## src/rtl/gpio_bus_arbiter.sv

```systemverilog
// gpio_bus_arbiter: two-requester arbiter in front of a single GPIO memory port.
// Each transaction walks IDLE -> ISSUE -> WAIT -> RESP, one cycle per non-idle state.
// Writes to the read-only window RO_LO..RO_HI are suppressed and flagged with err.
// Optional feature macro: GPIO_ARB_ROUND_ROBIN_EN (round-robin between requesters;
// when undefined, requester 0 has fixed priority).
module gpio_bus_arbiter #(
  parameter logic [8:0] RO_LO = 9'd503,
  parameter logic [8:0] RO_HI = 9'd505
) (
  input  logic       clk,
  input  logic       reset,
  input  logic       m0_req,
  input  logic       m0_we,
  input  logic [8:0] m0_addr,
  input  logic [7:0] m0_wdata,
  output logic       m0_ack,
  output logic [7:0] m0_rdata,
  output logic       m0_err,
  input  logic       m1_req,
  input  logic       m1_we,
  input  logic [8:0] m1_addr,
  input  logic [7:0] m1_wdata,
  output logic       m1_ack,
  output logic [7:0] m1_rdata,
  output logic       m1_err,
  output logic       mem_rw_select,
  output logic [8:0] mem_address,
  output logic [7:0] mem_data_in,
  input  logic [7:0] mem_data_out,
  output logic [1:0] grant,
  output logic       busy
);

  typedef enum logic [1:0] {
    IDLE  = 2'd0,
    ISSUE = 2'd1,
    WAIT  = 2'd2,
    RESP  = 2'd3
  } state_t;

  state_t     state;
  state_t     state_next;
  logic [1:0] grant_q;
  logic       we_q;
  logic [8:0] addr_q;
  logic [7:0] wdata_q;
  logic [7:0] m0_rdata_q;
  logic [7:0] m1_rdata_q;
  logic       any_req;
  logic       take_m1;
  logic       addr_ro;

  assign any_req = m0_req | m1_req;
  assign addr_ro = (addr_q >= RO_LO) && (addr_q <= RO_HI);

`ifdef GPIO_ARB_ROUND_ROBIN_EN
  // Pointer remembers who won the last grant; 1 means m1, so m0 wins the first tie.
  logic last_m1;

  // Winner selection: on a tie, favour the requester that was not granted last.
  always_comb begin
    take_m1 = m1_req && (!m0_req || !last_m1);
  end

  // Pointer tracks the most recent grant, lone or contested.
  always_ff @(posedge clk or posedge reset) begin
    if (reset) begin
      last_m1 <= 1'b1;
    end else if (state == IDLE && any_req) begin
      last_m1 <= take_m1;
    end
  end
`else
  // Winner selection: m0 always wins when both request.
  always_comb begin
    take_m1 = m1_req && !m0_req;
  end
`endif

  // State register.
  always_ff @(posedge clk or posedge reset) begin
    if (reset) begin
      state <= IDLE;
    end else begin
      state <= state_next;
    end
  end

  // Next-state logic plus the per-state strobes (write enable, ack, err).
  always_comb begin
    state_next    = state;
    mem_rw_select = 1'b0;
    m0_ack        = 1'b0;
    m1_ack        = 1'b0;
    m0_err        = 1'b0;
    m1_err        = 1'b0;
    case (state)
      IDLE: begin
        if (any_req) begin
          state_next = ISSUE;
        end
      end
      ISSUE: begin
        mem_rw_select = we_q && !addr_ro;
        state_next    = WAIT;
      end
      WAIT: begin
        state_next = RESP;
      end
      RESP: begin
        m0_ack     = grant_q[0];
        m1_ack     = grant_q[1];
        m0_err     = grant_q[0] && we_q && addr_ro;
        m1_err     = grant_q[1] && we_q && addr_ro;
        state_next = IDLE;
      end
      default: begin
        state_next = IDLE;
      end
    endcase
  end

  // Latch the winner's request fields in IDLE so later input changes cannot disturb it.
  always_ff @(posedge clk or posedge reset) begin
    if (reset) begin
      grant_q <= 2'b00;
      we_q    <= 1'b0;
      addr_q  <= 9'd0;
      wdata_q <= 8'd0;
    end else begin
      case (state)
        IDLE: begin
          if (any_req) begin
            grant_q <= take_m1 ? 2'b10 : 2'b01;
            we_q    <= take_m1 ? m1_we : m0_we;
            addr_q  <= take_m1 ? m1_addr : m0_addr;
            wdata_q <= take_m1 ? m1_wdata : m0_wdata;
          end
        end
        RESP: begin
          grant_q <= 2'b00;
        end
        default: begin
          grant_q <= grant_q;
        end
      endcase
    end
  end

  // Capture memory read data at the end of WAIT into the owner's read-data register.
  always_ff @(posedge clk or posedge reset) begin
    if (reset) begin
      m0_rdata_q <= 8'd0;
      m1_rdata_q <= 8'd0;
    end else if (state == WAIT) begin
      if (grant_q[0]) begin
        m0_rdata_q <= mem_data_out;
      end
      if (grant_q[1]) begin
        m1_rdata_q <= mem_data_out;
      end
    end
  end

  assign mem_address = addr_q;
  assign mem_data_in = wdata_q;
  assign grant       = grant_q;
  assign busy        = (state != IDLE);
  assign m0_rdata    = m0_rdata_q;
  assign m1_rdata    = m1_rdata_q;

endmodule
```

## config.mk

```make
export PLATFORM = sky130hd
export DESIGN_NAME = gpio_bus_arbiter
export DESIGN_NICKNAME = d
export VERILOG_FILES = /design/src/rtl/gpio_bus_arbiter.sv
export SDC_FILE = /design/constraint.sdc
export NUM_CORES = 1
export LEC_CHECK = 0
export CORE_MARGIN = 4
export CORE_UTILIZATION = 43
export CTS_CLUSTER_SIZE = 8
export DETAILED_ROUTE_END_ITERATION = 8
export PLACE_DENSITY = 0.86
export SLEW_MARGIN = 20
export SYNTH_ARGS = -nofsm -noshare
export SYNTH_HDL_FRONTEND = slang
export SYNTH_SLANG_ARGS = --single-unit
```

## constraint.sdc

```tcl
create_clock -name clk -period 3.24 [get_ports clk]
set_input_delay 0.648 -clock clk [delete_from_list [all_inputs] [get_ports clk]]
set_output_delay 0.648 -clock clk [all_outputs]
set_load 0.005 [all_outputs]
```

After elaboration in Yosys (flattened, before gate mapping) --
Index checks and enable logic that the tools add are counted.
Operators by class: divide/modulo/power cells 0, reduce and logical (&&, ||, !) cells 16, $lt $le $gt $ge 2, mux-type cells 13, multiply operators 0, shift operators 0, bitwise operators 1, eq/ne operators 4, add/sub/neg operators 0
Operator list (number):
- >= comparator 9 bit (second input constant) | 1
- <= comparator 9 bit (second input constant) | 1
- two-way mux 9 bit | 1
- two-way mux 8 bit | 1
- one-hot mux 2 bit (4 select lines) | 1
- AND reduction 2 bit | 4
- logical AND 1 bit | 7
- two-way mux 1 bit | 6
- two-way mux 2 bit | 3
- equality test 2 bit (second input constant) | 2
- one-hot mux 2 bit (2 select lines) | 1
- nonzero test 2 bit | 2
- equality test 2 x 1 -> 1 bit (second input constant) | 1
- zero test 1 bit | 2
- zero test 2 bit | 1
- != test 2 bit (second input constant) | 1
- bitwise OR 1 bit | 1
Word-level totals: bits in writable memories 0, bits of input ports 48, word-level logic and storage cells 43, latch bits 0, memories 0, bits in read-only memories 0, output and inout bits 41, register bits after elaboration 38

Longest topological paths before layout --
Gate-level depths: netlist of run 1.
depth after elaboration 5, gate-level depth with buffers 7, gate-level depth less buffers 5

Worst setup path before layout of run 1 --
No wires, ideal clock.
path type register -> output, start reg addr_q[3] (netlist: mem_address[3]), end out mem_rw_select, stages on the path, launching flop included 4, data arrival time 1.043 ns, slack 1.549 ns, path buffers 0, path through dfrtp_1 and4b_1 a21oi_1 o311a_1
On the way: longest elaborated chain between the ends 5
Ends and longest elaborated chain:
- start, declared | RTL line 45 | logic [8:0] addr_q;
- start signal, assigned | RTL line 136 | addr_q <= take_m1 ? m1_addr : m0_addr;
- >= comparator 9 bit / <= comparator 9 bit (equally long branches) | RTL line 54 | assign addr_ro = (addr_q >= RO_LO) && (addr_q <= RO_HI);
- logical AND 1 bit * | RTL line 54
- zero test 1 bit * | RTL line 104 | mem_rw_select = we_q && !addr_ro;
- logical AND 1 bit * | RTL line 104
- two-way mux 1 bit * | RTL line 97 | case (state)
- end, declared | RTL line 26 | output logic mem_rw_select,
Mark *: on every way between the ends. The rest lies on a longest branch, timed or not.

Worst setup path in the final report of run 1 --
start reg addr_q[3] (netlist: mem_address[3]), end out m1_err
On the way: longest elaborated chain between the ends 4
Ends and longest elaborated chain:
- >= comparator 9 bit / <= comparator 9 bit (equally long branches) | RTL line 54
- logical AND 1 bit * | RTL line 54
- logical AND 1 bit * | RTL line 114 | m1_err = grant_q[1] && we_q && addr_ro;
- two-way mux 1 bit * | RTL line 97
- end, declared | RTL line 25 | output logic m1_err,
Marks and branches as above.

==> results of run 1 <==
synthesized netlist by cell type, types with 2 or more instances:
cell type	instances	area share, %
a22o_1	2	1.0
and2_1	2	0.71
buf_2	3	0.86
dfrtp_1	38	54
ha_1	4	2.9
inv_1	5	1.1
mux2_2	17	11
mux2i_1	18	10
nand2_1	22	4.7
nor2_1	4	0.86
nor4b_1	2	1.0
o21ai_0	9	2.6
o21ai_1	9	2.6
logic make-up (layout without fill, tap and decap cells):
logic type | count (synthesis) | count (layout)
simple gates | 34 | 34
compound gates | 26 | 26
fa+ha+maj | 4 | 4
mux | 35 | 35
buf+inv | 11 | 104
flops | 38 | 38
per-stage QoR:
stage | area, um^2 | hold slack, ns
2_1_floorplan | 1760 | 0.473
6_report | 2810 | 0.487
3_5_place_dp | 2670 | 0.474
5_1_grt | 2810 | 0.522
4_1_cts | 2810 | 0.491
3_3_place_gp | 2670 | 0.467
power groups by stage:
stage / Combinational, mW / Sequential (mW) / Clock, mW
4_1_cts: 1.06 / 0.870 / 0.501
5_1_grt: 1.15 / 0.901 / 0.525
3_3_place_gp: 1.04 / 0.869 / 0
6_report: 1.04 / 0.865 / 0.489
3_5_place_dp: 1.05 / 0.878 / 0
2_1_floorplan: 0.430 / 0.876 / 0
metal layers:
metal	track usage (%)	up-vias
met5	0	-
met1	18.7	629
met2	26.0	73
met3	7.34	7
met4	5.64	0
li1	-	697
worst min path at each step:
stage	startpoint	end	slack, ns	cells past startpoint
floorplan	mem_data_in[6]$_DFFE_PP0P_	mem_data_in[6]$_DFFE_PP0P_	0.47	2
global placement	mem_data_in[0]$_DFFE_PP0P_	mem_data_in[0]$_DFFE_PP0P_	0.47	2
detailed placement	mem_data_in[0]$_DFFE_PP0P_	mem_data_in[0]$_DFFE_PP0P_	0.47	2
CTS	mem_data_in[0]$_DFFE_PP0P_	mem_data_in[0]$_DFFE_PP0P_	0.49	2
global route	mem_data_in[6]$_DFFE_PP0P_	mem_data_in[6]$_DFFE_PP0P_	0.52	2
finish	mem_data_in[0]$_DFFE_PP0P_	mem_data_in[0]$_DFFE_PP0P_	0.49	2
final cells by class:
type                    count  area (um^2)  area share, %
repair buffers             91          903           32.1
clock buffers               6         82.6           2.94
inverters                   5         18.8          0.668
multi-input cells          99          734           26.1
flip-flops and latches     38          951           33.8
well taps                  48         60.1           2.14
clock inverters             2         60.1           2.14
critical path, stage by stage, from the launching register on:
cell and delay [ns]:
dfrtp_1 0.41, and4b_1 0.25, a21oi_1 0.06, nor4b_1 0.32, clkdlybuf4s50_1 0.55
flip-flops by register name, summed over array words and instances, names as in the netlist:
register     flops
grant            2
m0_rdata         8
m1_rdata         8
mem_address      9
mem_data_in      8
state            2
we_q             1
==> impl_summary.txt, run 1 <==
----------------------------------------------------
[Floorplan]
  Core footprint ... around 3800 um^2
  Count of boundary I/O pins ... just under 90
  Width of the die ... roughly 70 um
  Site Rows ... 22
  Total Die Area ... around 5200 um^2
  Starting Density ... around 46%
  Die extent in y ... approximately 72 um

[Cells and area]
  Area growth, synth to finish ... 60.1%
  Commonest non-fill, non-tap cells in the layout ... 88 x clkdlybuf4s50_1, 38 x dfrtp_1, 22 x nand2_1, 18 x mux2i_1, 17 x mux2_2
  Final cell count without fillers ... ~290
  Share of final-layout standard cells stronger than drive strength 1 ... about an eighth
  Util after Layout ... 74.0%
  Fill cell count ... 289
  # diodes ... 0
  Layout net count ... 292
  Leading cell type in the layout, fill and taps excluded ... clkdlybuf4s50_1

[Pwr]
  Portion of total power attributed to sequential cells ... 36.1%
  Int Pwr ... ~1.7 mW
  Comb power frac ... 43.4%
  Part of the total power dissipated in the clock network ... 20.5%
  Leakage power figure ... about 1.2 nW
  Maximum VDD drop ... between 0.5 and 0.6 mV
  Power density over cell area ... 851 nW/um^2
  Sw Share ... 28.7%
  Net switching power ... ~690 uW
  Power after layout ... roughly 2.4 mW

[Clock network]
  Buffers inserted during post-CTS setup optimization ... 0
  Later-pin clock latency in the skew report ... 0.29 ns
  CTS max path bufs ... 2
  Cells resized by post-CTS repair ... 0
  Cts-stage hold buffer count ... 0
  TritonCTS clock tree ... built
  Clock root buffer ... clkbuf_8
  Clock input transition at the sequential cells of the worst setup and hold paths ... 0.07 ns
  H-tree levels ... 2
  Number of buffers created by CTS ... 5
  Total number of clock tree sinks ... 38

[Timing]
  Post-layout worst setup margin ... 0.712 ns
  Slew at the pin closest to its max-slew limit ... around 0.46 ns
  Setup-violating endpoint count in the final report ... 0
  Final sum of negative setup slack ... 0 ns
  RSZ-0062 raised after global routing ... no
  Min cycle time layout ... 2.53 ns
  Max-slew headroom at the worst pin ... a little under 70%
  Hold violation total from the final report ... 0
  Count of final max-slew check failures ... 0
  Highest achievable clock rate ... 396 MHz
  Final worst clock skew ... about 0.0084 ns
  Share of the cycle needed by the critical path after routing ... a little under 80%

[Global route]
  Overflow left after global routing ... 0
  Maximum number of pins on one net before global-route repair ... 39
  Vias in the first global route ... 1374
  GR Util All Layers ... approximately 16%
  Number of antenna violations at the first check in global routing ... 0
  First-pass GRT wire length ... 6.44 mm

[Setup path]
  Startpoint Class ... flop
  Crit path launch ... mem_address[3]$_DFFE_PP0P_
  Register-to-register path setup slack ... ~1.8 ns
  Worst r2r dst ... mem_address[5]$_DFFE_PP0P_
  Kind of end point of the critical path ... output pin
  Data required time at the worst endpoint ... 2.59 ns
  CP Class ... reg -> out
  Depth of the worst register-to-register path ... 6
  Source of the worst register-to-register timing path ... state[0]$_DFFE_PP0P_
  CP Max Fanout ... 4
  Crit path arrival time ... 1.88 ns
  Last element of the critical path ... m1_err

[Placement]
  Dpl cells ... 281
  Weighted congestion at the end of routability-driven global placement ... approximately 0.75
  IO buf count ... between 80 and 90
  DPL Wire Length ... 3.15 mm
  Post-Place Setup Slack ... 0.996 ns

[Synthesis]
  EDFF count, synth ... 0
  Ys Warns ... 0
  Parity-gate share of the synthesized area counting xor and xnor cells ... 0%
  Average instance area after synthesis ... approximately 12 um^2
  Flops & latches, synth ... 38
  Total standard cell area after synthesis ... ~1800 um^2
  Synthesized-area fraction occupied by adder cells ... 2.85%
  Register area share after synthesis ... 54.2%
  Synthesized-area fraction occupied by ao, oa, aoi and oai cells ... approximately 9%
  Combinational family with the most area after synthesis ... multiplexers
  Simple-Gate Fraction of Synth Area ... between 8 and 9%
  Share of flip-flops with an asynchronous set or reset ... 100%
  Main synth FF type ... dfrtp_1
  Number of unique standard cell types used by synthesis ... 26
  Number of nets produced by synthesis ... 200
  Number of instances in the synthesized netlist ... about 150
  Proportion of synthesized area in mux cells ... between 20% and 30%

[Routing]
  First-iteration detailed-routing DRC count ... 32
  Drt drc ... 0
  Drt pass-1 iters ... 4
  Overall via count from detail_route ... about 1400
  Routed wl met3 ... around 530 um
  Via density per instance ... between 4 and 5
  Length of routed wiring on met1 ... around 1.6 mm
  Highest metal layer with signal wires ... met4
  Routed Antenna Nets ... 0
  Final routed wirelength across all metal layers ... 3.97 mm
  Mean routed wirelength per cell ... around 14 um
  Routed length on met2 ... about 1.8 mm

[Flow run]
  Max_cap viols ... 0

[Status]
  Outcome ... completed

[Min path]
  Worst min-delay path class ... reg -> reg

----------------------------------------------------
(Power assumes the default switching activity.)
==> run 2, diff against run 1 <==
--- a/config.mk
+++ b/config.mk
@@ -6,10 +6,10 @@
 export NUM_CORES = 1
 export LEC_CHECK = 0
 export CORE_MARGIN = 4
-export CORE_UTILIZATION = 43
+export CORE_UTILIZATION = 36
 export CTS_CLUSTER_SIZE = 8
 export DETAILED_ROUTE_END_ITERATION = 8
-export PLACE_DENSITY = 0.86
+export PLACE_DENSITY = 0.76
 export SLEW_MARGIN = 20
 export SYNTH_ARGS = -nofsm -noshare
 export SYNTH_HDL_FRONTEND = slang
==> constraint.sdc (replaced) <==
create_clock -name clk -period 2.25 [get_ports clk]
set_input_delay 0.45 -clock clk [delete_from_list [all_inputs] [get_ports clk]]
set_output_delay 0.45 -clock clk [all_outputs]
set_load 0.005 [all_outputs]
==> run 2 against run 1 <==
  * Clock skew fell by 0.0038 ns
  * Utilization fell by 15 points
  * Setup slack got worse by 0.51 ns
  * Global-route usage fell by 1.5 points
  * Via count rose by 3.0%
  * Total power rose by 37%
  * Clock power fell by 2%
  * Worst hold slack improved by 0.0039 ns
  * Sequential power rose by 43%
  * Critical endpoint is now m1_ack
  * Highest routed layer unchanged
==> impl_summary.txt, run 2 (synthesized netlist as in run 1, its figures left out) <==
----------------------------------------------------
[Floorplan]
  Site Rows ... 25 (+14%)
  Total Die Area ... 6060 um^2 (+17%)
  Width of the die ... 77.8 um (+8.3%)
  Core footprint ... 4720 um^2 (+24%)
  Count of boundary I/O pins ... 89 (unchanged)
  Die extent in y ... 77.8 um (+8.3%)
  Starting Density ... 37.2% (-9.0 points)

[Global route]
  Vias in the first global route ... 1376 (+0.15%)
  Maximum number of pins on one net before global-route repair ... 39 (unchanged)
  Number of antenna violations at the first check in global routing ... 0 (unchanged)
  First-pass GRT wire length ... 6.78 mm (+5.4%)
  GR Util All Layers ... 14.5% (-1.5 points)
  Overflow left after global routing ... 0 (unchanged)

[Clock network]
  TritonCTS clock tree ... built
  Later-pin clock latency in the skew report ... 0.29 ns (about the same)
  Total number of clock tree sinks ... 38 (unchanged)
  Clock input transition at the sequential cells of the worst setup and hold paths ... 0.07 ns (about the same)
  Cts-stage hold buffer count ... 0 (unchanged)
  CTS max path bufs ... 2 (unchanged)
  H-tree levels ... 2 (unchanged)
  Number of buffers created by CTS ... 5 (unchanged)
  Clock root buffer ... clkbuf_8

[Timing]
  Min cycle time layout ... between 2 and 2.5 ns
  Share of the cycle needed by the critical path after routing ... 91.1%
  Final sum of negative setup slack ... 0 ns (unchanged)
  Hold violation total from the final report ... 0 (unchanged)
  Slew at the pin closest to its max-slew limit ... 0.476 ns (+0.0189 ns)
  Max-slew headroom at the worst pin ... 68.3% (-1.3 points)
  RSZ-0062 raised after global routing ... no
  Count of final max-slew check failures ... 0 (unchanged)
  Final worst clock skew ... 0.00463 ns (-0.00378 ns)
  Setup-violating endpoint count in the final report ... 0 (unchanged)
  Highest achievable clock rate ... 488 MHz

[Pwr]
  Power after layout ... 3.27 mW (+37%)
  Power density over cell area ... 1160 nW/um^2 (+37%)
  Leakage power figure ... 1.21 nW (+1.6%)
  Maximum VDD drop ... 0.514 mV (-8.5%)

[Placement]
  Weighted congestion at the end of routability-driven global placement ... 0.815 (+8.9%)
  IO buf count ... 88 (unchanged)
  DPL Wire Length ... 3.37 mm (+7.2%)

[Routing]
  Final routed wirelength across all metal layers ... 4.27 mm (+7.7%)
  Drt pass-1 iters ... 4 (unchanged)
  Overall via count from detail_route ... 1448 (+3.0%)
  Drt drc ... 0 (unchanged)
  First-iteration detailed-routing DRC count ... 32 (unchanged)
  Mean routed wirelength per cell ... 13.7 um (about the same)
  Via density per instance ... 4.66 (-4.3%)
  Routed Antenna Nets ... 0 (unchanged)

[Setup path]
  Kind of end point of the critical path ... output pin
  CP Max Fanout ... 4 (unchanged)
  Crit path arrival time ... 1.60 ns (-0.28 ns)
  CP Class ... reg -> out
  Worst r2r dst ... mem_address[2]$_DFFE_PP0P_
  Data required time at the worst endpoint ... 1.80 ns (-0.79 ns)
  Source of the worst register-to-register timing path ... state[1]$_DFFE_PP0P_
  Startpoint Class ... flop
  Depth of the worst register-to-register path ... 6 (unchanged)
  Register-to-register path setup slack ... 0.73 ns (-1.02 ns)

[Cells and area]
  # diodes ... 0 (unchanged)
  Max FFs per register ... 9 (unchanged)
  Area growth, synth to finish ... 60.0% (about the same)
  Leading cell type in the layout, fill and taps excluded ... clkdlybuf4s50_1
  Layout net count ... 295 (+1.0%)
  Share of final-layout standard cells stronger than drive strength 1 ... 13.5% (+1.1 points)
  Commonest non-fill, non-tap cells in the layout ... 85 x clkdlybuf4s50_1, 38 x dfrtp_1, 22 x nand2_1, 18 x mux2i_1, 17 x mux2_2

[Status]
  Outcome ... completed

[Min path]
  Worst Hold End ... mem_data_in[3]$_DFFE_PP0P_
  Number of stages on the worst hold path ... 2 (unchanged)
  Worst min-delay path class ... reg -> reg
  Worst min-delay path startpoint ... mem_data_in[3]$_DFFE_PP0P_

[Flow run]
  Max_cap viols ... 0 (unchanged)

----------------------------------------------------
run 2: cell types whose count changed in the layout (fill, tap and decap cells not counted), sizes merged:
cell	previous run	this run
buf	3	6
dlygate4sd2	0	2
clkinv	0	1
dlymetal6s2s	0	1
clkdlybuf4s50	88	85
clkbuf	6	7
bufinv	2	0
run 2: timing repair:
action / in CTS / in global routing
gates cloned: 0 / 0
buffers inserted: 1 / 0
pin swaps: 1 / 0
endpoints found under the setup margin: 3 / 1
gates resized for setup: 3 / 1
run 2: area by class of cell:
type	count	area [um^2]
repair buffers	94	926
well taps	67	83.8
clock inverters	1	5.00
clock buffers	7	86.3
multi-input cells	99	738
flip-flops and latches	38	951
inverters	5	18.8
fillers	429	1910
run 2: metal layers:
layer / GRT usage, % / vias up / routed length, um
li1: - / 709 / -
met1: 17.7 / 671 / 1810
met2: 23.5 / 63 / 2010
met3: 5.92 / 5 / 407
met4: 4.27 / 0 / 51
met5: 0 / - / 0
run 2: stage by stage:
stage	hold WS (ns)	setup slack, ns	utilization [%]	area [um^2]	std cells
global route	0.518	0.115	59.5	2810	311
global placement	0.469	0.250	57.3	2710	302
floorplan	0.473	0.757	-	1760	148
CTS	0.494	0.0125	59.4	2810	311
finish	0.491	0.200	59.5	2810	311
detailed placement	0.477	0.206	57.3	2710	302
run 2: worst max-delay path, stage by stage, from the launching register on:
cell and delay, ns:
dfrtp_1 0.40, ha_1 0.22, and2_1 0.16, clkdlybuf4s50_1 0.54
run 2: power by group:
| group | switching, mW | leakage, nW | internal, mW | total (mW) |
|---|---|---|---|---|
| clock | 0.230 | 0.0482 | 0.247 | 0.478 |
| sequential | 0.212 | 0.459 | 1.03 | 1.24 |
| combinational | 0.573 | 0.708 | 0.977 | 1.55 |
| total | 1.02 | 1.21 | 2.25 | 3.27 |
run 2: how the worst max path moves through the flow:
stage	start	end	slack (ns)	depth (start not counted)
final	state[1]$_DFFE_PP0P_	m1_ack	0.20	3
after global routing	state[1]$_DFFE_PP0P_	m1_err	0.11	4
after CTS	mem_address[3]$_DFFE_PP0P_	mem_rw_select	0.01	4
after detailed placement	mem_address[3]$_DFFE_PP0P_	m1_err	0.21	4
after global placement	mem_address[3]$_DFFE_PP0P_	m0_err	0.25	4
after floorplan	mem_address[3]$_DFFE_PP0P_	mem_rw_select	0.76	3
